File: src/rtl/bomb_pkg.sv
// Shared types and constants for the bomb round controller: state encoding,
// LFSR parameters and the cut-order derivation used when a round is armed.
package bomb_pkg;

  typedef enum logic [1:0] {
    ST_IDLE,
    ST_ARMED,
    ST_DEFUSED,
    ST_EXPLODED
  } state_e;

  localparam logic [7:0] LFSR_TAPS         = 8'hB8;
  localparam logic [7:0] LFSR_SEED_DEFAULT = 8'hA5;
  localparam int         NUM_WIRES         = 8;
  localparam int         IDX_W             = 3;

  function automatic logic [7:0] lfsr_next(input logic [7:0] v);
    return {v[6:0], ^(v & LFSR_TAPS)};
  endfunction

  // Each later index is offset by at least one from the previous, so the three never collide.
  function automatic logic [3*IDX_W-1:0] make_seq(input logic [7:0] v);
    logic [IDX_W-1:0] s0, s1, s2;
    s0 = v[2:0];
    s1 = s0 + 3'd1 + {1'b0, v[4:3]};
    s2 = s1 + 3'd1 + {2'b0, v[5]};
    return {s2, s1, s0};
  endfunction

endpackage

File: src/rtl/bomb_round_ctrl_sync_edge.sv
// Two-flop synchronizer with a per-bit rising-edge detector on the synchronized value.
module sync_edge #(
  parameter int WIDTH = 1
) (
  input  logic             clk,
  input  logic             rst_n,
  input  logic [WIDTH-1:0] async_i,
  output logic [WIDTH-1:0] sync_o,
  output logic [WIDTH-1:0] rise_o
);

  logic [WIDTH-1:0] meta_q, sync_q, prev_q;

  always_ff @(posedge clk or negedge rst_n) begin
    if (!rst_n) begin
      meta_q <= '0;
      sync_q <= '0;
      prev_q <= '0;
    end else begin
      meta_q <= async_i;
      sync_q <= meta_q;
      prev_q <= sync_q;
    end
  end

  assign sync_o = sync_q;
  assign rise_o = sync_q & ~prev_q;

endmodule

File: src/rtl/bomb_round_ctrl.sv
// Round controller: arms a countdown, latches a secret 3-wire cut order from a free-running
// LFSR and reports defuse/explode, handing off to the win animation via success/repeat_rst.
module bomb_round_ctrl
  import bomb_pkg::*;
#(
  parameter int         TICK_DIV   = 50_000_000,
  parameter int         ROUND_SECS = 30,
  parameter logic [7:0] LFSR_SEED  = LFSR_SEED_DEFAULT
) (
  input  logic                   clk,
  input  logic                   rst_n,
  input  logic                   start,
  input  logic [NUM_WIRES-1:0]   wire_cut,
  input  logic                   repeat_rst,
  output logic                   ready,
  output logic                   armed,
  output logic                   success,
  output logic                   fail,
  output logic [5:0]             secs_left,
  output logic [1:0]             step,
  output logic                   tick,
  output logic [3*IDX_W-1:0]     seq_o
);

  localparam int TW = (TICK_DIV > 2) ? $clog2(TICK_DIV) : 1;
  localparam logic [TW-1:0] TICK_LAST = TW'(TICK_DIV - 1);
  localparam logic [5:0]    SECS_INIT = 6'(ROUND_SECS);

  logic [NUM_WIRES-1:0] wire_sync, new_cut;
  logic                 start_sync, start_rise, rep_sync, rep_rise;
  logic                 unused_sync;

  sync_edge #(.WIDTH(NUM_WIRES)) u_sync_wire (
    .clk(clk), .rst_n(rst_n), .async_i(wire_cut), .sync_o(wire_sync), .rise_o(new_cut)
  );
  sync_edge #(.WIDTH(1)) u_sync_start (
    .clk(clk), .rst_n(rst_n), .async_i(start), .sync_o(start_sync), .rise_o(start_rise)
  );
  sync_edge #(.WIDTH(1)) u_sync_rep (
    .clk(clk), .rst_n(rst_n), .async_i(repeat_rst), .sync_o(rep_sync), .rise_o(rep_rise)
  );

  assign unused_sync = start_sync ^ rep_rise;

  state_e               state_q, state_d;
  logic [7:0]           lfsr_q;
  logic [TW-1:0]        tick_cnt_q, tick_cnt_d;
  logic [5:0]           secs_q, secs_d;
  logic [1:0]           step_q, step_d;
  logic [3*IDX_W-1:0]   seq_q, seq_d;
  logic                 tick_q, tick_d;
  logic                 ready_q, armed_q, success_q, fail_q;
  logic                 wrap;
  logic [IDX_W-1:0]     exp_idx;

  always_comb begin
    exp_idx = seq_q[IDX_W-1:0];
    case (step_q)
      2'd1:    exp_idx = seq_q[2*IDX_W-1:IDX_W];
      2'd2:    exp_idx = seq_q[3*IDX_W-1:2*IDX_W];
      default: exp_idx = seq_q[IDX_W-1:0];
    endcase
  end

  assign wrap = (state_q == ST_ARMED) && (tick_cnt_q == TICK_LAST);

  always_comb begin
    state_d    = state_q;
    secs_d     = secs_q;
    step_d     = step_q;
    seq_d      = seq_q;
    tick_cnt_d = '0;
    tick_d     = 1'b0;
    case (state_q)
      ST_IDLE: begin
        if (start_rise && ready_q) begin
          state_d = ST_ARMED;
          secs_d  = SECS_INIT;
          step_d  = 2'd0;
          seq_d   = make_seq(lfsr_q);
        end
      end
      ST_ARMED: begin
        tick_cnt_d = wrap ? '0 : tick_cnt_q + TW'(1);
        tick_d     = wrap;
        // Timeout outranks any cut landing on the same edge.
        if (wrap && (secs_q == 6'd1)) begin
          state_d = ST_EXPLODED;
          secs_d  = 6'd0;
        end else begin
          if (wrap) secs_d = secs_q - 6'd1;
          if (|new_cut) begin
            if (new_cut == (NUM_WIRES'(1) << exp_idx)) begin
              step_d = step_q + 2'd1;
              if (step_q == 2'd2) state_d = ST_DEFUSED;
            end else begin
              state_d = ST_EXPLODED;
            end
          end
        end
      end
      ST_DEFUSED: begin
        if (rep_sync) begin
          state_d = ST_IDLE;
          secs_d  = SECS_INIT;
          step_d  = 2'd0;
        end
      end
      ST_EXPLODED: begin
        if (rep_sync || start_rise) begin
          state_d = ST_IDLE;
          secs_d  = SECS_INIT;
          step_d  = 2'd0;
        end
      end
      default: state_d = ST_IDLE;
    endcase
  end

  always_ff @(posedge clk or negedge rst_n) begin
    if (!rst_n) begin
      state_q    <= ST_IDLE;
      lfsr_q     <= LFSR_SEED;
      tick_cnt_q <= '0;
      secs_q     <= SECS_INIT;
      step_q     <= 2'd0;
      seq_q      <= '0;
      tick_q     <= 1'b0;
      ready_q    <= 1'b0;
      armed_q    <= 1'b0;
      success_q  <= 1'b0;
      fail_q     <= 1'b0;
    end else begin
      state_q    <= state_d;
      lfsr_q     <= lfsr_next(lfsr_q);
      tick_cnt_q <= tick_cnt_d;
      secs_q     <= secs_d;
      step_q     <= step_d;
      seq_q      <= seq_d;
      tick_q     <= tick_d;
      ready_q    <= (state_d == ST_IDLE) && (wire_sync == '0);
      armed_q    <= (state_d == ST_ARMED);
      success_q  <= (state_d == ST_DEFUSED);
      fail_q     <= (state_d == ST_EXPLODED);
    end
  end

  assign ready     = ready_q;
  assign armed     = armed_q;
  assign success   = success_q;
  assign fail      = fail_q;
  assign secs_left = secs_q;
  assign step      = step_q;
  assign tick      = tick_q;
  assign seq_o     = seq_q;

endmodule

File: config.mk
export PLATFORM = sky130hd
export DESIGN_NAME = bomb_round_ctrl
export DESIGN_NICKNAME = d
export VERILOG_FILES = /design/src/rtl/bomb_pkg.sv /design/src/rtl/bomb_round_ctrl_sync_edge.sv /design/src/rtl/bomb_round_ctrl.sv
export SDC_FILE = /design/constraint.sdc
export NUM_CORES = 1
export LEC_CHECK = 0
export CAP_MARGIN = 10
export CORE_MARGIN = 8
export CORE_UTILIZATION = 45
export CTS_CLUSTER_DIAMETER = 150
export DETAILED_ROUTE_END_ITERATION = 10
export PLACE_DENSITY = 0.64
export SLEW_MARGIN = 10
export SYNTH_ARGS = -nofsm -noshare
export SYNTH_HDL_FRONTEND = slang
export SYNTH_SLANG_ARGS = --single-unit
File: constraint.sdc
create_clock -name clk -period 2.3 [get_ports clk]
set_input_delay 0.69 -clock clk [delete_from_list [all_inputs] [get_ports clk]]
set_output_delay 0.69 -clock clk [all_outputs]
set_load 0.05 [all_outputs]
==> flow_metrics.env <==
export IMPL_fin_skew_ns=0.008755
export IMPL_yosysWarnings=0
export IMPL_ys_seq_area_share_pct=57.44
export IMPL_grt_pass1_vias=2729
export IMPL_critPathArrivalTime_ns=2.59
export IMPL_hold_viol=0
export IMPL_ys_flop_type="dfrtp_1"
export IMPL_critPathMaxFanout=7
export IMPL_clk_pin_slew_ns=0.10
export IMPL_core_area_um2=8217
export IMPL_tightest_slew_ns=0.5129
export IMPL_htreeDepth=3
export IMPL_fmax_mhz=428.2
export IMPL_synth_edf_count=0
export IMPL_synth_distinct_cells=56
export IMPL_vias_per_cell=5.237
export IMPL_violations="setup timing"
export IMPL_area_delta_synth_final_pct=28.16
export IMPL_fp_dieW_um=108.0
export IMPL_globalRoute_totalOverflow=0
export IMPL_synthArstFlopShare_pct=100.0
export IMPL_grt_max_degree=38
export IMPL_syn_inst=343
export IMPL_postCtsHoldBufs=0
export IMPL_path_delay_family="compound AO/OA/AOI/OAI gates"
export IMPL_critical_path_required_ns=2.56
export IMPL_irDropWorstVdd_v=0.0003712
export IMPL_power_mw=3.820
export IMPL_cp_end_kind="flop"
export IMPL_fin_hold_ws_ns=0.2916
export IMPL_synth_nets=364
export IMPL_antenna_found_initial=0
export IMPL_slowest_stage="dfrtp_2"
export IMPL_synth_seq_cells=87
export IMPL_gp_congestion=0.8114
export IMPL_start_util_pct=46.34
export IMPL_syn_area_per_cell_um2=11.10
export IMPL_rows=33
export IMPL_path_buf_inv=2
export IMPL_dp_hpwl_mm=5.438
export IMPL_drtIter0Drc=121
export IMPL_grt_pass1_wl_mm=13.15
export IMPL_nNetsFinal=442
export IMPL_antennaDiodeCount=0
export IMPL_drc=0
export IMPL_cap_viol_max_count=0
export IMPL_track_usage_pct=14.02
export IMPL_cts_root_buf="clkbuf_8"
export IMPL_vias=2781
export IMPL_fill_cells=694
export IMPL_cts_made_buffers=9
export IMPL_slew_headroom_pct=65.75
export IMPL_cts_tree="done"
export IMPL_syn_area_um2=3807
export IMPL_path_class="reg -> reg"
export IMPL_slew_viol_final=0
export IMPL_clk_latency_ns=0.35
export IMPL_worst_slack_ns=-0.03511
export IMPL_port_buffers=33
export IMPL_cp_slowest_stage_delay_ns=0.42
export IMPL_setup_violations=3
export IMPL_pre_cts_ws_ns=-0.1690
export IMPL_rsz0062_at_grt="yes"
export IMPL_drt_total_wl_mm=7.585
export IMPL_p_per_area_nw_per_um2=782.9
export IMPL_p_leak_nw=2.223
export IMPL_drive_gt1_share_pct=25.59
export IMPL_fin_crit_ns=2.335
export IMPL_status="finished with violations"
export IMPL_clock_sinks=87
export IMPL_ios=34
export IMPL_dr_pass1_iters=4
export IMPL_finalCritPeriodShare_pct=101.5
export IMPL_crit_chain="inv_2 > ha_4 > a221oi_4 > nor2_2 > buf_4 > o31a_1 > o21bai_1 > o311a_4 > nand3_2 > o31ai_2"
export IMPL_clk_path_buf_depth=2
export IMPL_routedWlPerCell_um=14.28
export IMPL_die_area_um2=11660
export IMPL_hold_class="in -> async"
export IMPL_start_kind="flop"
export IMPL_die_h_um=108.0
export IMPL_antenna_left=0
final timing paths:
path | depth (start not counted) | slack [ns] | end | from
min in group clk | 0 | 0.35 | u_sync_wire.sync_o[2]$_DFF_PN0_ | u_sync_wire.meta_q[2]$_DFF_PN0_
worst min-delay path | 1 | 0.29 | lfsr_q[6]$_DFF_PN0_ | rst_n
worst max register to register | 10 | -0.04 | step[1]$_DFFE_PN0P_ | step[1]$_DFFE_PN0P_
max in group asynchronous | 2 | 1.38 | secs_left[1]$_DFFE_PN1P_ | rst_n
worst min register to register | 0 | 0.35 | u_sync_wire.sync_o[2]$_DFF_PN0_ | u_sync_wire.meta_q[2]$_DFF_PN0_
worst max-delay path | 10 | -0.04 | step[1]$_DFFE_PN0P_ | step[1]$_DFFE_PN0P_
cells by family (layout without fill, tap and decap cells):
kind of cell               count (synthesis)  in the layout  synth area share (%)
muxes                                      7              7                 2.037
xor gates and xnor gates                  27             27                 6.211
buffers and inverters                     22            105                 2.234
AOI/OAI and AO/OA                         52             52                 8.905
adders and majority gates                  9              9                 3.155
and+or+nand+nor                          139            139                 20.01
DFF                                       87             87                 57.44
cells in the mapped netlist, drive strengths merged, types with 9 or more instances:
| cell type | instances | area, um^2 |
|---|---|---|
| nor3 | 9 | 45.04 |
| inv | 15 | 56.30 |
| xor2 | 17 | 148.9 |
| dfrtp | 79 | 1977 |
| nand3 | 11 | 55.05 |
| nor2 | 41 | 153.9 |
| a21oi | 9 | 45.04 |
| nand2 | 22 | 90.09 |
| o21ai | 16 | 80.07 |
| nor2b | 16 | 100.1 |
| nand4 | 11 | 75.07 |
| xnor2 | 10 | 87.58 |
sequential cells by signal (all words and copies together) (netlist names), 2 cells and up:
| signal | flops |
|---|---|
| tick_cnt_q | 26 |
| seq_o | 9 |
| lfsr_q | 8 |
| u_sync_wire.meta_q | 8 |
| u_sync_wire.prev_q | 8 |
| u_sync_wire.sync_o | 8 |
| secs_left | 6 |
| state_q | 2 |
| step | 2 |
per-layer routing:
metal	part of all wire, %	track usage [%]
met1	49	19.53
met2	43	20.23
met3	5.6	4.224
met4	1.8	4.856
met5	0	0
report_power, final:
part	total [mW]	internal [mW]	switching (mW)	leakage [nW]
Sequential	1.69	1.62	0.0738	1.10
Combinational	1.02	0.428	0.590	1.01
Clock	1.11	0.527	0.585	0.108
through the flow:
step	std cells	TNS [ns]	instance area (um^2)	utilization (%)
floorplan	343	-0.9843	3885	-
global route	531	-0.7661	4880	59.39
finish	531	-0.04882	4880	59.39
global placement	509	-0.2389	4554	55.43
detailed placement	509	-0.8405	4554	55.43
CTS	531	0	4832	58.81
layout by cell type (no fill, tap or decap), drive strengths merged, types with 6 or more instances in the layout:
cell type,instances
a21oi,9
buf,50
clkbuf,9
clkdlybuf4s50,15
dfrtp,79
dfstp,8
ha,8
inv,20
mux2,6
nand2,22
nand3,11
nand4,11
nor2,41
nor2b,16
nor3,9
nor4,6
o21ai,16
xnor2,10
xor2,17
cell type report:
cell class              instances  area [um^2]  area share (%)
flip-flops and latches         87         2191           44.90
multi-input cells             234         1654           33.90
repair buffers                 74        639.4           13.10
well taps                     105        131.4           2.692
clock buffers                   9        123.9           2.538
clock inverters                 7        83.83           1.718
inverters                      15        56.30           1.154
what timing repair did:
| item | 4_1_cts | 5_1_grt |
|---|---|---|
| setup buffers | 6 | 0 |
| gates cloned | 0 | 0 |
| gates resized for setup | 11 | 12 |
| endpoints found under the setup margin | 11 | 12 |
| pin swaps | 5 | 8 |
Power figures use the tool's default switching activity.
==> patch 1: new RTL, same settings <==
Change the parameter `TICK_DIV` from 50_000_000 to 12_500_000.
--- a/src/rtl/bomb_round_ctrl.sv
+++ b/src/rtl/bomb_round_ctrl.sv
@@ -4,5 +4,5 @@
   import bomb_pkg::*;
 #(
-  parameter int         TICK_DIV   = 50_000_000,
+  parameter int         TICK_DIV   = 12_500_000,
   parameter int         ROUND_SECS = 30,
   parameter logic [7:0] LFSR_SEED  = LFSR_SEED_DEFAULT
Check against the original RTL: same outputs for any inputs over 10 cycles, from zero or initial values and one cycle with rst_n low; that may be too few to reach the edited logic, so the function may still have changed.
==> patch 1 against the original RTL <==
The flow still finishes with violations (setup timing). Fmax shrank 9.6%. Design area fell by 1.9%. Area after synthesis up 0.20%. Sequential share of layout area down 0.18 points. Via count up 0.32%. Sequential cell count is 2 lower. Total power decreased by 3.9%. Core utilization shrank 1.2 points. Worst setup slack worse by 0.25 ns. Count of clock-buffer cells in the layout unchanged. Routed wire length is 4.6% higher. Largest cell class unchanged.
==> patch 1: results (changes against the original RTL) <==
Status:
- Run status: finished, violations left (unchanged).
- Failing checks: setup timing (unchanged).

Place:
- The HPWL reported at the end of detailed placement is 5.73 mm (was 5.44 mm).
- The post-place setup slack was -0.368 ns (was -0.169 ns).
- The placed instance area is 4490 µm² (was 4550 µm²).

Setup path:
- The slowest cell on the critical path is or3_4 (was dfrtp_2).
- The maximum single-stage delay on the critical path came to 0.45 ns (was 0.42 ns).
- The path depth of the worst reg2reg path is 9 (was 10).

Timing:
- The final clock skew is 0.0152 ns (was 0.00876 ns).
- The aggregate negative setup slack is -1.77 ns (was -0.0488 ns).
- The worst slew slack as a fraction of its limit is 60.6% (was 65.8%).
- The number of endpoints failing setup at the final stage is 8 (was 3).
- The worst setup slack after layout is -0.282 ns (was -0.0351 ns).

Logic synthesis:
- The multiplexer area fraction after synthesis is 1.12% (was 2.04%).
- The adder-cell share of the synthesized area is 3.15% (about the same).
- The fraction of synthesized cell area in xor and xnor cells is 5.05% (was 6.21%).
- Commonest cells in the synthesized netlist: 77 x dfrtp_1, 40 x nand2_1, 29 x nor2_1 (was 79 x dfrtp_1, 41 x nor2_1, 21 x nand2_1).
- The number of library cell types mapped by synthesis is 51 (was 56).
- Dominant cells by area after synthesis: dfrtp_1 51%, dfstp_2 5.5%, nand2_1 3.9%, xor2_1 3.7%, nor2_1 2.9% (was dfrtp_1 52%, dfstp_2 5.5%, nor2_1 4.0%, xor2_1 3.9%, ha_1 2.6%).
- The number of instances in the synthesized netlist is 355 (was 343).
- The synthesized netlist net count was 376 (was 364).
- The share of synthesized area occupied by flip-flops and latches was 56.0% (was 57.4%).

Detailed routing:
- The via density per instance is 5.22 (was 5.24).
- The routed wire length per instance came to 14.9 µm (was 14.3 µm).
- The met2 routed wirelength came to 3.41 mm (was 3.29 mm).
- The wire length on met3 is 352 µm (was 423 µm).

Global routing:
- The total routing resource utilization after global routing is 14.8% (was 14.0%).
- The maximum number of pins on one net before global-route repair was 48 (was 38).
- The via count of the first global-routing pass is 2,797 (was 2,729).
- The wire length of the first global-routing pass was 13.8 mm (was 13.2 mm).
- The routing usage on met1 is 21.1% (was 19.5%).
- The met2 track demand over resource is 21.2% (was 20.2%).

Power:
- The internal power summed over all cells is 2490 µW (was 2570 µW).
- The power per standard cell area was 767 nW/µm² (was 783 nW/µm²).
- The part of the power in combinational logic is 25.6% (was 26.7%).
- The reported leakage power is 0.00223 µW (was 0.00222 µW).

Layout:
- The number of nets in the layout came to 445 (was 442).
- The synthesis-to-finish area growth came to 25.4% (was 28.2%).
- The final-layout fill cell count came to 707 (was 694).
- The share of final layout cell area taken by clock buffers and inverters came to 4.31% (was 4.26%).
- The area used by multi-input combinational logic is 1670 µm² (was 1650 µm²).
- The fraction of cell area in non-clock buffers is 11.9% (was 13.1%).
- The non-clock buffer instance count of the final layout is 66 (was 74).
## patch 1: changes by cell type after synthesis, moves of 4 or more
| cell | delta |
|---|---|
| mux2_2 | -4 |
| nor4_1 | +5 |
| or3_1 | +5 |
| nand2_1 | +19 |
| xnor2_1 | -4 |
| a21oi_1 | +6 |
| nand2b_1 | +7 |
| nor2b_1 | -4 |
| nor3_1 | -5 |
| nor2_1 | -12 |
## patch 1: worst paths after layout
check | endpoint | slack [ns]
min in group clk | u_sync_wire.sync_o[7]$_DFF_PN0_ | 0.35
min reg2reg | u_sync_wire.sync_o[7]$_DFF_PN0_ | 0.35
min | lfsr_q[6]$_DFF_PN0_ | 0.33
max | ready$_DFF_PN0_ | -0.28
max in group asynchronous | u_sync_wire.prev_q[1]$_DFF_PN0_ | 1.41
max reg2reg | ready$_DFF_PN0_ | -0.28
## patch 1: timing repair
item                                    in CTS  in global routing
endpoints found under the setup margin      11                 12
pin swaps                                   12                  7
resized for setup                           17                  5
buffers inserted                             2                  0
hold endpoints to repair                     0                  0
==> patch 2: new RTL, config.mk and constraints unchanged <==
Without the edit above. Make the reset (`rst_n`) synchronous in 2 clocked blocks.
--- a/src/rtl/bomb_round_ctrl_sync_edge.sv
+++ b/src/rtl/bomb_round_ctrl_sync_edge.sv
@@ -12,5 +12,5 @@
   logic [WIDTH-1:0] meta_q, sync_q, prev_q;
 
-  always_ff @(posedge clk or negedge rst_n) begin
+  always_ff @(posedge clk) begin
     if (!rst_n) begin
       meta_q <= '0;
--- a/src/rtl/bomb_round_ctrl.sv
+++ b/src/rtl/bomb_round_ctrl.sv
@@ -118,5 +118,5 @@
   end
 
-  always_ff @(posedge clk or negedge rst_n) begin
+  always_ff @(posedge clk) begin
     if (!rst_n) begin
       state_q    <= ST_IDLE;
Function: differs if rst_n is asserted again (counterexample within 4 cycles, from zero or initial values and one cycle with rst_n low); with rst_n held inactive, the same outputs for 10 cycles.
==> patch 2 against the original RTL <==
The run still ends with setup timing left. Routed wire length is 2.1% lower. Global-route usage down 0.41 points. Worst setup slack better by 0.0089 ns. Fmax rose by 0.38%. Sequential cell count is the same. Area after synthesis shrank 3.6%. Core utilization shrank 3.0 points. Design area down 7.0%. Count of clock-buffer cells in the layout unchanged.
Power is not compared: it rests on default switching activity, and its combinational part moved more than twofold at a synthesized area within 25%.
==> patch 2: results (changes against the original RTL) <==
Global routing:
- The wire length of the first global-routing pass came to 12.5 mm (was 13.2 mm).
- The total routing resource utilization after global routing is 13.6% (was 14.0%).
- The via count of the first global-routing pass came to 2,669 (was 2,729).

Layout:
- The synthesis-to-finish area growth is 23.7% (was 28.2%).
- The combined flip-flop and latch cell area was 1750 µm² (was 2190 µm²).
- The fraction of final layout cells with drive strength greater than 1 came to 14.5% (was 25.6%).
- The utilization after layout is 56.3% (was 59.4%).
- The number of nets in the layout is 470 (was 442).
- The final cell count without fillers is 559 (was 531).
- The share of the final layout cell area in multi-input gates is 42.1% (was 33.9%).
- The final-layout fill cell count is 749 (was 694).
- The share of final layout cell area taken by clock buffers and inverters came to 4.47% (was 4.26%).

Logic synthesis:
- The adder-cell share of the synthesized area was 3.27% (was 3.15%).
- The number of instances in the synthesized netlist is 395 (was 343).
- The share of flip-flops with an asynchronous set or reset is 0% (was 100%).
- The fraction of synthesized cell area in xor and xnor cells is 7.16% (was 6.21%).
- Dominant cells by area after synthesis: dfxtp_1 47%, nor2_1 5.7%, and2_1 5.6%, xor2_1 4.5%, nand2_1 2.9% (was dfrtp_1 52%, dfstp_2 5.5%, nor2_1 4.0%, xor2_1 3.9%, ha_1 2.6%).
- Commonest cells in the synthesized netlist: 87 x dfxtp_1, 56 x nor2_1, 33 x and2_1 (was 79 x dfrtp_1, 41 x nor2_1, 21 x nand2_1).
- The multiplexer area fraction after synthesis is 1.64% (was 2.04%).

Setup path:
- The endpoint arrival time on the critical path is 2.57 ns (was 2.59 ns).
- The first element of the critical path was step[1]$_SDFFE_PN0P_ (was step[1]$_DFFE_PN0P_).
- The largest fanout on the critical path was 4 (was 7).
- The critical path endpoint is fail$_SDFF_PN0_ (was step[1]$_DFFE_PN0P_).
- The path depth of the worst reg2reg path came to 9 (was 10).

Detailed routing:
- The total via count after detailed routing was 2,848 (was 2,781).
- The total wire length was 7.42 mm (was 7.59 mm).

Hold path:
- The class of the worst hold path is reg2reg (was in2async).

Place:
- The weighted congestion reported at the end of routability-driven placement is 0.824 (was 0.811).
- The placed instance area is 4270 µm² (was 4550 µm²).
- The post-place setup slack is -0.0803 ns (was -0.169 ns).

Timing:
- The worst setup slack after layout is -0.0262 ns (was -0.0351 ns).
- The transition at the pin with the smallest max-transition slack is 0.568 ns (was 0.513 ns).
- The number of endpoints failing setup at the final stage came to 3 (unchanged).
- The final clock skew is 0.0110 ns (was 0.00876 ns).

Status:
- Failing checks: setup timing (unchanged).
- Run status: finished, violations left (unchanged).
patch 2: cell families (layout without fill, tap and decap cells):
logic type | after synthesis | in the layout
flops | 87 | 87
mux | 6 | 6
compound gates | 47 | 47
xor+xnor | 30 | 30
buf+inv | 26 | 85
simple gates | 190 | 190
fa+ha+maj | 9 | 9
patch 2: per-layer routing:
metal / routed length, µm / GRT usage (%)
met1: 3710 / 17.8
met2: 3240 / 20.6
met3: 342 / 3.45
met4: 135 / 6.33
met5: 0 / 0
patch 2: critical path: stages, from the launching register on:
cell and delay (ns):
dfxtp_4 0.39, inv_4 0.04, ha_4 0.17, a221o_1 0.40, a211oi_2 0.19, o211a_1 0.23, o2111ai_4 0.16, or3_4 0.40
a31oi_4 0.17, nor2_1 0.06
patch 2: worst min-delay path by stage:
stage	slack (ns)	start	cells after the start	endpoint
floorplan	0.39	lfsr_q[6]$_SDFF_PN0_	1	lfsr_q[7]$_SDFF_PN1_
global placement	0.39	lfsr_q[6]$_SDFF_PN0_	1	lfsr_q[7]$_SDFF_PN1_
detailed placement	0.40	lfsr_q[6]$_SDFF_PN0_	1	lfsr_q[7]$_SDFF_PN1_
CTS	0.42	lfsr_q[6]$_SDFF_PN0_	1	lfsr_q[7]$_SDFF_PN1_
global route	0.44	lfsr_q[6]$_SDFF_PN0_	1	lfsr_q[7]$_SDFF_PN1_
finish	0.42	lfsr_q[6]$_SDFF_PN0_	1	lfsr_q[7]$_SDFF_PN1_
patch 2: repair_timing:
item / CTS / global route
gates cloned: 0 / 0
pin swaps: 9 / 3
gates resized for setup: 15 / 7
setup buffers: 0 / 0
setup endpoints to repair: 11 / 11
